--- config.mk ---
export PLATFORM = sky130hd
export DESIGN_NAME = instruction_fetch
export DESIGN_NICKNAME = d
export VERILOG_FILES = /design/src/rtl/instruction_fetch.sv
export SDC_FILE = /design/constraint.sdc
export NUM_CORES = 1
export LEC_CHECK = 0
export ABC_CLOCK_PERIOD_IN_PS = 3100
export CAP_MARGIN = 20
export CORE_ASPECT_RATIO = 1.4
export CORE_MARGIN = 5
export CORE_UTILIZATION = 65
export CTS_CLUSTER_SIZE = 40
export DETAILED_ROUTE_END_ITERATION = 16
export DONT_BUFFER_PORTS = 1
export PLACE_DENSITY = 0.81
export SLEW_MARGIN = 0
export SYNTH_ARGS = -nofsm -noshare
export SYNTH_HDL_FRONTEND = slang
export SYNTH_SLANG_ARGS = --single-unit
--- constraint.sdc ---
create_clock -name clk -period 3.1 [get_ports clk]
set_input_delay 0.31 -clock clk [delete_from_list [all_inputs] [get_ports clk]]
set_output_delay 0.31 -clock clk [all_outputs]
set_load 0.1 [all_outputs]
--- src/rtl/instruction_fetch.sv ---
// Instruction fetch unit: PC register, IR register and IDLE/REQ/ERR fetch FSM with 16-cycle timeout.
// Optional HALT opcode detection (opcode 4'b0101) enabled by defining IF_HALT_DETECT_EN.
module instruction_fetch (
    input  logic        clk,
    input  logic        Reset,
    input  logic        PC_clr,
    input  logic        PC_up,
    input  logic        IR_ld,
    input  logic [15:0] M_data,
    input  logic        M_ack,
    output logic        M_rd_en,
    output logic [7:0]  M_addr,
    output logic [7:0]  PC,
    output logic [15:0] IR,
    output logic        IR_valid,
    output logic        Fetch_busy,
    output logic        Fetch_err,
    output logic        Halted,
    output logic [1:0]  fsm_state
);

    localparam logic [1:0] IDLE = 2'b00;
    localparam logic [1:0] REQ  = 2'b01;
    localparam logic [1:0] ERR  = 2'b10;

    // Memory handshake: M_rd_en is held high for the whole REQ state with a
    // stable M_addr; the first cycle M_ack is high while M_rd_en is high
    // completes the read. M_ack seen outside REQ is discarded.

    logic [1:0] state;
    logic [3:0] wait_cnt;
    logic       fetch_done;
    logic       halted_q;
    logic       pc_up_ok;

    assign fetch_done = (state == REQ) && M_ack;

`ifdef IF_HALT_DETECT_EN
    // A fetch that lands a HALT opcode wins over a simultaneous PC_clr.
    always_ff @(posedge clk or negedge Reset) begin
        if (!Reset) begin
            halted_q <= 1'b0;
        end else if (fetch_done && (M_data[15:12] == 4'b0101)) begin
            halted_q <= 1'b1;
        end else if (PC_clr) begin
            halted_q <= 1'b0;
        end
    end

    assign pc_up_ok = PC_up && !halted_q;
`else
    assign halted_q = 1'b0;
    assign pc_up_ok = PC_up;
`endif

    always_ff @(posedge clk or negedge Reset) begin
        if (!Reset) begin
            PC <= 8'h00;
        end else if (PC_clr) begin
            PC <= 8'h00;
        end else if (pc_up_ok) begin
            PC <= PC + 8'd1;
        end
    end

    always_ff @(posedge clk or negedge Reset) begin
        if (!Reset) begin
            state    <= IDLE;
            wait_cnt <= 4'd0;
            M_addr   <= 8'h00;
            IR       <= 16'h0000;
        end else begin
            case (state)
                IDLE: begin
                    if (IR_ld) begin
                        M_addr   <= PC;
                        wait_cnt <= 4'd0;
                        state    <= REQ;
                    end
                end
                REQ: begin
                    if (M_ack) begin
                        IR    <= M_data;
                        state <= IDLE;
                    end else if (wait_cnt == 4'hF) begin
                        state <= ERR;
                    end else begin
                        wait_cnt <= wait_cnt + 4'd1;
                    end
                end
                ERR: begin
                    state <= IDLE;
                end
                default: begin
                    state <= IDLE;
                end
            endcase
        end
    end

    // Completion beats both the fetch-start clear and PC_clr.
    always_ff @(posedge clk or negedge Reset) begin
        if (!Reset) begin
            IR_valid <= 1'b0;
        end else if (fetch_done) begin
            IR_valid <= 1'b1;
        end else if ((state == IDLE) && IR_ld) begin
            IR_valid <= 1'b0;
        end else if (PC_clr) begin
            IR_valid <= 1'b0;
        end
    end

    assign M_rd_en    = (state == REQ);
    assign Fetch_busy = (state != IDLE);
    assign Fetch_err  = (state == ERR);
    assign Halted     = halted_q;
    assign fsm_state  = state;

endmodule

==> results.json, run 1 <==
{
  "postLayoutCoreUtil_pct": 75.7,
  "r2r-start": "fsm_state[1]",
  "die_height_um": 69.2,
  "vdd.ir_drop.worst_v": 0.000552,
  "dieArea_mm2": 0.00361,
  "synth_commonest_cells": "sky130_fd_sc_hd__dfrtp_1, sky130_fd_sc_hd__mux2_2, sky130_fd_sc_hd__nor2_1, sky130_fd_sc_hd__o21ai_0, sky130_fd_sc_hd__a21oi_1",
  "drtPass1Iterations": 4,
  "grt_start_max_net_pins": 40,
  "setup_tns_ps": 0,
  "yosysTopAreaCell": "sky130_fd_sc_hd__dfrtp_1",
  "vias_per_cell": 5.80,
  "yosys.area_share.adder_pct": 1.54,
  "die_w_um": 52.3,
  "grt_first_pass_wirelength_um": 4920,
  "layout.area.seq_um2": 976,
  "place_congestion": 0.696,
  "numPlacedInstances": 159,
  "cts.repair.resized": 0,
  "crit_arrival_ps": 2290,
  "timing.final.hold_violations": 0,
  "clock-root-buffer": "sky130_fd_sc_hd__clkbuf_4",
  "postSynth.topFlopCell": "sky130_fd_sc_hd__dfrtp_1",
  "clk_pin_slew_ps": 110,
  "post-synth-top-count-cell": "sky130_fd_sc_hd__dfrtp_1",
  "drc": 0,
  "required_time_at_the_endpoint_of_the_critical_path_ps": 3330,
  "diodes": 0,
  "postSynthAreaPerCell_um2": 13.3,
  "cts_post_setup_buffers_inserted": 0,
  "finalInstanceArea_mm2": 0.00181,
  "worst_setup_path_startpoint": "fsm_state[1]",
  "synthSimpleGateAreaFrac_pct": 9.16,
  "routedLengthMet1_um": 1060,
  "fillerInstances": 146,
  "clock-sinks": 39,
  "yosys-mux-area-fraction_pct": 17.9,
  "clkLatencyLatePin_ps": 340,
  "syn-cell-area_mm2": 0.00163,
  "layout.nets": 160,
  "antenna_violating_nets_post_route": 0,
  "hold_path_class": "input port to flip-flop",
  "synth-async-reset-ratio_pct": 100,
  "maximum_capacitance_violations": 0,
  "globalRouteOverflowTotal": 0,
  "combinational_family_with_the_most_area_after_synthesis": "multiplexers",
  "grt_pass1_vias": 1002,
  "grt.total_usage_pct": 18.6,
  "area_of_the_multi_input_gates_um2": 602,
  "tritoncts": "yes",
  "powerDensity_mw_per_mm2": 900,
  "finalCriticalPeriod_ps": 2070,
  "vias": 991,
  "slew_viol_final": 0,
  "synth_area_leaders": "sky130_fd_sc_hd__dfrtp_1, sky130_fd_sc_hd__mux2_2, sky130_fd_sc_hd__o21ai_0",
  "seq_area_frac_synth_pct": 60.0,
  "initial_antenna_violation_count": 0,
  "power_mw": 1.63,
  "ys_types": 30,
  "setup_viol": 0,
  "synth-xor-area-share_pct": 2.16,
  "place_hpwl_um": 2260,
  "synth-compound-area-share_pct": 5.93,
  "count_of_flip_flops_with_a_built_in_enable_after_synthesis": 0,
  "final_cells": 171,
  "finClkSkew_ps": 8.65,
  "worstHoldStart": "M_ack",
  "syn_warnings": 0,
  "clock_tree.buffer_depth": 2,
  "p_leak_nw": 0.831,
  "cp-end-kind": "flip-flop",
  "drt_first_iter_violations": 22,
  "run_status": "finished, final reports clean",
  "numPortBuffers": 0,
  "area.growth.synth_to_final_pct": 11.4,
  "layout-drive-gt1-share_pct": 32.8,
  "achievable-frequency_mhz": 484,
  "top_level_ports": 61,
  "grt_setup_unrepaired": "no",
  "synth.net_count": 146,
  "ctsHtreeMaxLevel": 2,
  "timing_worst_setup_path_type": "flip-flop to flip-flop",
  "path_max_fanout": 16,
  "detailed_place.area_mm2": 0.00169,
  "core-area_mm2": 0.00239,
  "fp-row-count": 21,
  "top_signal_layer_used": "met4",
  "holdBufCountCts": 3,
  "ys_seq_elements": 39,
  "starting_density_of_the_core_pct": 68.0,
  "detail_route.wl_per_cell_um": 17.8,
  "worst_setup_path_start_kind": "flip-flop",
  "synth_top_area_share_pct": 60.0,
  "wirelength_um": 3050,
  "period_share_pct": 66.7,
  "wl_met3_um": 309,
  "syn-instance-count": 122,
  "routed-wl-met2_um": 1630,
  "numCtsBuffers": 5,
  "max-slew-margin-rel_pct": 33.2,
  "worst-slew-pin-transition_ps": 1000
}
-- where the power goes --
part           switching [mW]  internal, mW
clock network           0.151         0.133
logic                   0.145        0.0914
registers               0.529         0.580
-- flip-flops by register name (all words and copies together), names as in the netlist --
register,cells
IR_valid,1
IR,16
wait_cnt,4
fsm_state,2
PC,8
M_addr,8
-- stage by stage --
stage                     hold slack, ps  setup WS [ps]
after floorplan                     14.4            393
after global placement              15.3           1080
after detailed placement            15.3           1030
after CTS                          0.961           1020
after global routing                79.1            926
final                               97.8           1030
-- layout by cell type, fill, tap and decap left out, drive strengths merged, types with 3 or more instances in the layout --
cell type,netlist,routed
inv,3,3
nor2,6,6
dfrtp,39,39
a21oi,4,4
o21ai,7,7
or3,3,3
nand3,3,3
xor2,3,3
buf,5,9
clkbuf,0,8
mux2,24,24
dlygate4sd3,0,3
nand2,4,4
-- kinds of logic (layout without fill, tap and decap cells) --
family,count (synthesis),count (layout)
and+or+nand+nor,26,26
adders and majority gates,2,2
muxes,26,26
xor gates and xnor gates,4,4
DFF,39,39
buffers and inverters,8,23
AOI/OAI and AO/OA,16,16
other,1,1
-- area by class of cell --
cell class	instances	area share (%)
multi-input combinational	75	33.2
sequential	39	53.9
tap	34	2.35
timing repair buffer	12	6.08
clock buffer	8	3.80
inverter	3	0.622
-- worst paths after layout --
| check | end | cells past startpoint | slack [ps] |
|---|---|---|---|
| worst max-delay path | IR[15] | 4 | 1030 |
| worst min-delay path | IR_valid | 1 | 100 |
| worst max register to register | IR[15] | 4 | 1030 |
| worst min register to register | wait_cnt[0] | 1 | 510 |
| max in group asynchronous | IR[8] | 2 | 2500 |
| min in group asynchronous | fsm_state[1] | 2 | 420 |
-- per-layer routing --
layer,track usage (%),vias to the layer above
met5,0,-
li1,-,457
met3,9.48,7
met2,30.2,45
met4,6.82,0
met1,20.4,482
-- critical path, cell delays in order (launching register included) --
cell and delay (ps):
sky130_fd_sc_hd__dfrtp_1 380, sky130_fd_sc_hd__buf_4 240, sky130_fd_sc_hd__and2b_2 620, sky130_fd_sc_hd__nand2_2 350, sky130_fd_sc_hd__mux2_2 360
Power figures use the tool's default switching activity.
==> inputs of run 2 (changes only) <==
--- a/config.mk
+++ b/config.mk
@@ -5,15 +5,15 @@
 export SDC_FILE = /design/constraint.sdc
 export NUM_CORES = 1
 export LEC_CHECK = 0
-export ABC_CLOCK_PERIOD_IN_PS = 3100
+export ABC_CLOCK_PERIOD_IN_PS = 1800
 export CAP_MARGIN = 20
 export CORE_ASPECT_RATIO = 1.4
 export CORE_MARGIN = 5
-export CORE_UTILIZATION = 65
+export CORE_UTILIZATION = 55
 export CTS_CLUSTER_SIZE = 40
 export DETAILED_ROUTE_END_ITERATION = 16
 export DONT_BUFFER_PORTS = 1
-export PLACE_DENSITY = 0.81
+export PLACE_DENSITY = 0.73
 export SLEW_MARGIN = 0
 export SYNTH_ARGS = -nofsm -noshare
 export SYNTH_HDL_FRONTEND = slang
==> constraint.sdc (replaced) <==
create_clock -name clk -period 1.8 [get_ports clk]
set_input_delay 0.18 -clock clk [delete_from_list [all_inputs] [get_ports clk]]
set_output_delay 0.18 -clock clk [all_outputs]
set_load 0.1 [all_outputs]
==> results.json, run 2 (synthesis results as in run 1) <==
{
  "largest_registers": "IR x16, M_addr x8, PC x8",
  "worst_setup_path_start_kind": "flip-flop",
  "met3_usage_pct": 6.60,
  "drc": 0,
  "maximum_capacitance_violations": 0,
  "required_time_at_the_endpoint_of_the_critical_path_ps": 1620,
  "use_met1_pct": 17.4,
  "run_status": "finished, final reports clean",
  "registers.top_by_ff_count": "IR",
  "area.growth.synth_to_final_pct": 26.3,
  "antenna_violating_nets_post_route": 0,
  "place_congestion": 0.726,
  "die_w_um": 55.9,
  "timing.final.hold_violations": 0,
  "top_level_ports": 61,
  "path_max_fanout": 5,
  "place_hpwl_um": 2570,
  "grt_pass1_vias": 1128,
  "core-area_mm2": 0.00285,
  "period_share_pct": 97.7,
  "clock_tree.buffer_depth": 2,
  "final.hold.worst_slack_ps": 20.5,
  "ctsHtreeMaxLevel": 2,
  "hold_path_class": "input port to flip-flop",
  "grt.total_usage_pct": 17.5,
  "crit_arrival_ps": 1580,
  "setup_viol": 0,
  "vdd.ir_drop.worst_v": 0.000964,
  "layout_commonest_cell": "sky130_fd_sc_hd__buf_4",
  "numCtsBuffers": 5,
  "dieArea_mm2": 0.00416,
  "die_height_um": 74.3,
  "tritoncts": "yes",
  "powerDensity_mw_per_mm2": 1490,
  "max-slew-margin-rel_pct": 66.3,
  "clk_pin_slew_ps": 70,
  "diodes": 0,
  "layout.nets": 188,
  "layout.cells.most_common_list": "sky130_fd_sc_hd__buf_4, sky130_fd_sc_hd__dfrtp_1, sky130_fd_sc_hd__mux2_2, sky130_fd_sc_hd__nor2_1, sky130_fd_sc_hd__o21ai_0",
  "fp-row-count": 23,
  "initial_antenna_violation_count": 0,
  "numPortBuffers": 0,
  "starting_density_of_the_core_pct": 57.0,
  "worst-slew-pin-transition_ps": 509,
  "grt_first_pass_wirelength_um": 5500,
  "finClkSkew_ps": 9.38,
  "cts.repair.resized": 0,
  "detail_route.wl_per_cell_um": 16.7,
  "cp-end-kind": "output pin",
  "top_usage_layer": "met2",
  "flip_flop_count_of_the_largest_register_all_copies_and_words_added": 16,
  "layout-drive-gt1-share_pct": 47.3,
  "vias": 1119,
  "drtPass1Iterations": 4,
  "clkLatencyLatePin_ps": 290,
  "wirelength_um": 3370,
  "globalRouteOverflowTotal": 0,
  "finalCriticalPeriod_ps": 1760,
  "power_mw": 3.06,
  "grt.met2_usage_pct": 33.6,
  "fillerInstances": 199,
  "grt_start_max_net_pins": 40,
  "vias_per_cell": 5.54,
  "clock-root-buffer": "sky130_fd_sc_hd__clkbuf_8",
  "drt_first_iter_violations": 30,
  "clock-sinks": 39,
  "slew_viol_final": 0,
  "grt_setup_unrepaired": "no",
  "achievable-frequency_mhz": 569,
  "timing_worst_setup_path_type": "flip-flop to output pin",
  "p_leak_nw": 0.976
}
==> run 2: cell types whose count changed in the layout (fill, tap and decap cells not counted), moves of 2 or more <==
cell / change
sky130_fd_sc_hd__dfrtp_4: +2
sky130_fd_sc_hd__dfrtp_1: -5
sky130_fd_sc_hd__dfrtp_2: +3
sky130_fd_sc_hd__buf_4: +29
sky130_fd_sc_hd__clkbuf_4: -5
sky130_fd_sc_hd__clkbuf_8: +3
==> run 2: power by group <==
group	total (mW)	internal (mW)	switching (mW)	leakage [nW]
Combinational	1.40	0.297	1.10	0.442
Sequential	1.11	1.02	0.0895	0.492
Clock	0.549	0.271	0.278	0.0422
==> run 2: timing repair <==
| item | CTS | global route |
|---|---|---|
| hold buffers | 3 | 0 |
| setup buffers | 0 | 0 |
| endpoints found under the hold margin | 47 | 0 |
==> run 2: final timing paths <==
check                              from           end  slack [ps]  cells past startpoint
max in group asynchronous         Reset  fsm_state[1]        1240                      2
setup / recovery           fsm_state[0]    Fetch_busy          40                      2
hold reg to reg                   IR[4]         IR[4]         510                      1
hold / removal                    M_ack      IR_valid          20                      1
setup reg to reg           fsm_state[1]   wait_cnt[3]         200                      3
min in group asynchronous         Reset         PC[6]         360                      2
==> run 2: worst max-delay path, stage by stage, from the launching register on <==
cell	delay, ps
sky130_fd_sc_hd__dfrtp_4	500
sky130_fd_sc_hd__buf_4	250
sky130_fd_sc_hd__or2_2	540
==> run 2: layout make-up <==
type	count	area (µm²)	share of cell area (%)
inverters	3	11.3	0.549
repair buffers	40	318	15.5
multi-input cells	75	608	29.6
clock buffers	7	76.3	3.72
clock inverters	1	5.00	0.244
well taps	37	46.3	2.26
flip-flops and latches	39	987	48.1
==> run 2: through the flow <==
stage	util (%)	worst slack [ps]	TNS, ps	cells	cell area (µm²)
after floorplan	-	-25.4	-254	122	1650
after global placement	67.8	248	0	191	1930
after detailed placement	67.8	210	0	191	1930
after CTS	72.0	35.4	0	202	2050
after global routing	72.0	4.80	0	202	2050
final	72.0	41.1	0	202	2050
==> run 2: routing by layer <==
| layer | up-vias | routed length [µm] | share of wire, % |
|---|---|---|---|
| met5 | - | 0 | 0 |
| met3 | 6 | 289 | 8.6 |
| met2 | 51 | 1890 | 56 |
| li1 | 517 | - | - |
| met4 | 0 | 51 | 1.5 |
| met1 | 545 | 1140 | 34 |
==> inputs of run 3 (changes only) <==
--- a/config.mk
+++ b/config.mk
@@ -9,11 +9,12 @@
 export CAP_MARGIN = 20
 export CORE_ASPECT_RATIO = 1.4
 export CORE_MARGIN = 5
-export CORE_UTILIZATION = 55
+export CORE_UTILIZATION = 58
+export CTS_BUF_LIST = sky130_fd_sc_hd__clkbuf_8
 export CTS_CLUSTER_SIZE = 40
 export DETAILED_ROUTE_END_ITERATION = 16
 export DONT_BUFFER_PORTS = 1
-export PLACE_DENSITY = 0.73
+export PLACE_DENSITY = 0.76
 export SLEW_MARGIN = 0
 export SYNTH_ARGS = -nofsm -noshare
 export SYNTH_HDL_FRONTEND = slang
==> results.json, run 3 (synthesis results as in run 1) <==
{
  "globalRouteOverflowTotal": 0,
  "layout-drive-gt1-share_pct": 48.5,
  "layout.area.seq_um2": 987,
  "vdd.ir_drop.worst_v": 0.000963,
  "clk_pin_slew_ps": 70,
  "worst_r2r_path_depth": 3,
  "die_w_um": 54.7,
  "core-area_mm2": 0.00267,
  "timing.final.hold_violations": 0,
  "max-slew-margin-rel_pct": 66.1,
  "hold_path_class": "input port to flip-flop",
  "numPlacedInstances": 190,
  "numCtsBuffers": 5,
  "grt_setup_unrepaired": "no",
  "r2r_slack_ps": 190,
  "clock-sinks": 39,
  "cp-end-kind": "output pin",
  "vias": 1124,
  "drt_first_iter_violations": 7,
  "final_cells": 201,
  "critical_path.slowest_cell": "sky130_fd_sc_hd__or2_2",
  "run_status": "finished, final reports clean",
  "use_met1_pct": 19.8,
  "postLayoutCoreUtil_pct": 78.2,
  "r2r-start": "fsm_state[1]",
  "drtPass1Iterations": 4,
  "powerDensity_mw_per_mm2": 1550,
  "layout.nets": 188,
  "slowest_delay_ps": 540,
  "worstHoldStart": "M_ack",
  "grt.total_usage_pct": 19.9,
  "min_to": "IR_valid",
  "grt.met2_usage_pct": 34.3,
  "layout_commonest_cell": "sky130_fd_sc_hd__buf_4",
  "finalCriticalPeriod_ps": 1760,
  "fillerInstances": 162,
  "drc": 0,
  "top_usage_layer": "met2",
  "grt_start_max_net_pins": 40,
  "grt_pass1_vias": 1209,
  "dieArea_mm2": 0.00398,
  "detail_route.wl_per_cell_um": 16.7,
  "timing.critical_path.cells": "buf_4 > or2_2",
  "setup_tns_ps": 0,
  "registers.top_by_ff_count": "IR",
  "met3_usage_pct": 7.98,
  "wirelength_um": 3350,
  "vias_per_cell": 5.59,
  "setup_viol": 0,
  "maximum_capacitance_violations": 0,
  "starting_density_of_the_core_pct": 60.9,
  "top_level_ports": 61,
  "grt_first_pass_wirelength_um": 5510,
  "flip_flop_count_of_the_largest_register_all_copies_and_words_added": 16,
  "area_of_the_multi_input_gates_um2": 608,
  "required_time_at_the_endpoint_of_the_critical_path_ps": 1620,
  "initial_antenna_violation_count": 0,
  "power_mw": 3.24,
  "worst_setup_path_start_kind": "flip-flop",
  "period_share_pct": 97.7,
  "numPortBuffers": 0,
  "path_buf_inv": 1,
  "clock_tree.buffer_depth": 2,
  "cts.repair.resized": 0,
  "place_hpwl_um": 2530,
  "place_congestion": 0.718,
  "antenna_violating_nets_post_route": 0,
  "die_height_um": 72.6,
  "achievable-frequency_mhz": 569,
  "path_max_fanout": 5,
  "final.hold.worst_slack_ps": 24.0,
  "finClkSkew_ps": 4.21,
  "area.growth.synth_to_final_pct": 28.4,
  "largest_registers": "IR x16, M_addr x8, PC x8",
  "layout.cells.most_common_list": "sky130_fd_sc_hd__buf_4, sky130_fd_sc_hd__dfrtp_1, sky130_fd_sc_hd__mux2_2",
  "clkLatencyLatePin_ps": 290,
  "diodes": 0,
  "clock-root-buffer": "sky130_fd_sc_hd__clkbuf_8",
  "rr_endpoint": "wait_cnt[3]",
  "crit_arrival_ps": 1580,
  "ctsHtreeMaxLevel": 2,
  "fp-row-count": 22,
  "worst_hold_path_stage_count": 1,
  "timing_worst_setup_path_type": "flip-flop to output pin",
  "tritoncts": "yes",
  "critPathTopFamily": "simple AND/OR/NAND/NOR gates",
  "p_leak_nw": 0.995,
  "worst-slew-pin-transition_ps": 512,
  "slew_viol_final": 0
}
-- run 3: what timing repair did --
item                       4_1_cts  5_1_grt
hold buffers                     3        0
hold endpoints to repair        47        0
setup endpoints to repair        0        0
setup buffers                    0        0
-- run 3: stage by stage --
| step | setup slack (ps) | cell area (µm²) |
|---|---|---|
| finish | 42.3 | 2090 |
| global route | 3.72 | 2090 |
| CTS | 25.6 | 2090 |
| detailed placement | 160 | 1930 |
| global placement | 234 | 1930 |
| floorplan | -25.4 | 1650 |
-- run 3: power by group --
group,switching [mW],internal [mW]
Sequential,0.0876,1.02
Clock,0.285,0.448
Combinational,1.10,0.298
Total,1.47,1.77
-- run 3: routing by layer --
metal	vias up	part of all wire [%]
li1	514	-
met3	6	9.5
met4	0	1.8
met1	556	32
met2	48	56
met5	-	0
-- run 3: cell type report --
| cell class | count | share of cell area (%) |
|---|---|---|
| Sequential cell | 39 | 47.3 |
| Tap cell | 36 | 2.16 |
| Multi-Input combinational cell | 75 | 29.1 |
| Clock inverter | 2 | 1.68 |
| Inverter | 3 | 0.540 |
| Timing Repair Buffer | 40 | 15.2 |
| Clock buffer | 6 | 3.96 |
-- run 3: worst max path at each step --
stage            startpoint     endpoint  slack, ps  cells past startpoint
6_report       fsm_state[0]   Fetch_busy         40                      2
4_1_cts        fsm_state[0]   Fetch_busy         30                      2
5_1_grt        fsm_state[0]   Fetch_busy          4                      2
2_1_floorplan  fsm_state[1]       IR[10]        -30                      4
3_3_place_gp   fsm_state[1]    M_addr[3]        230                      2
3_5_place_dp   fsm_state[1]  wait_cnt[3]        160                      3
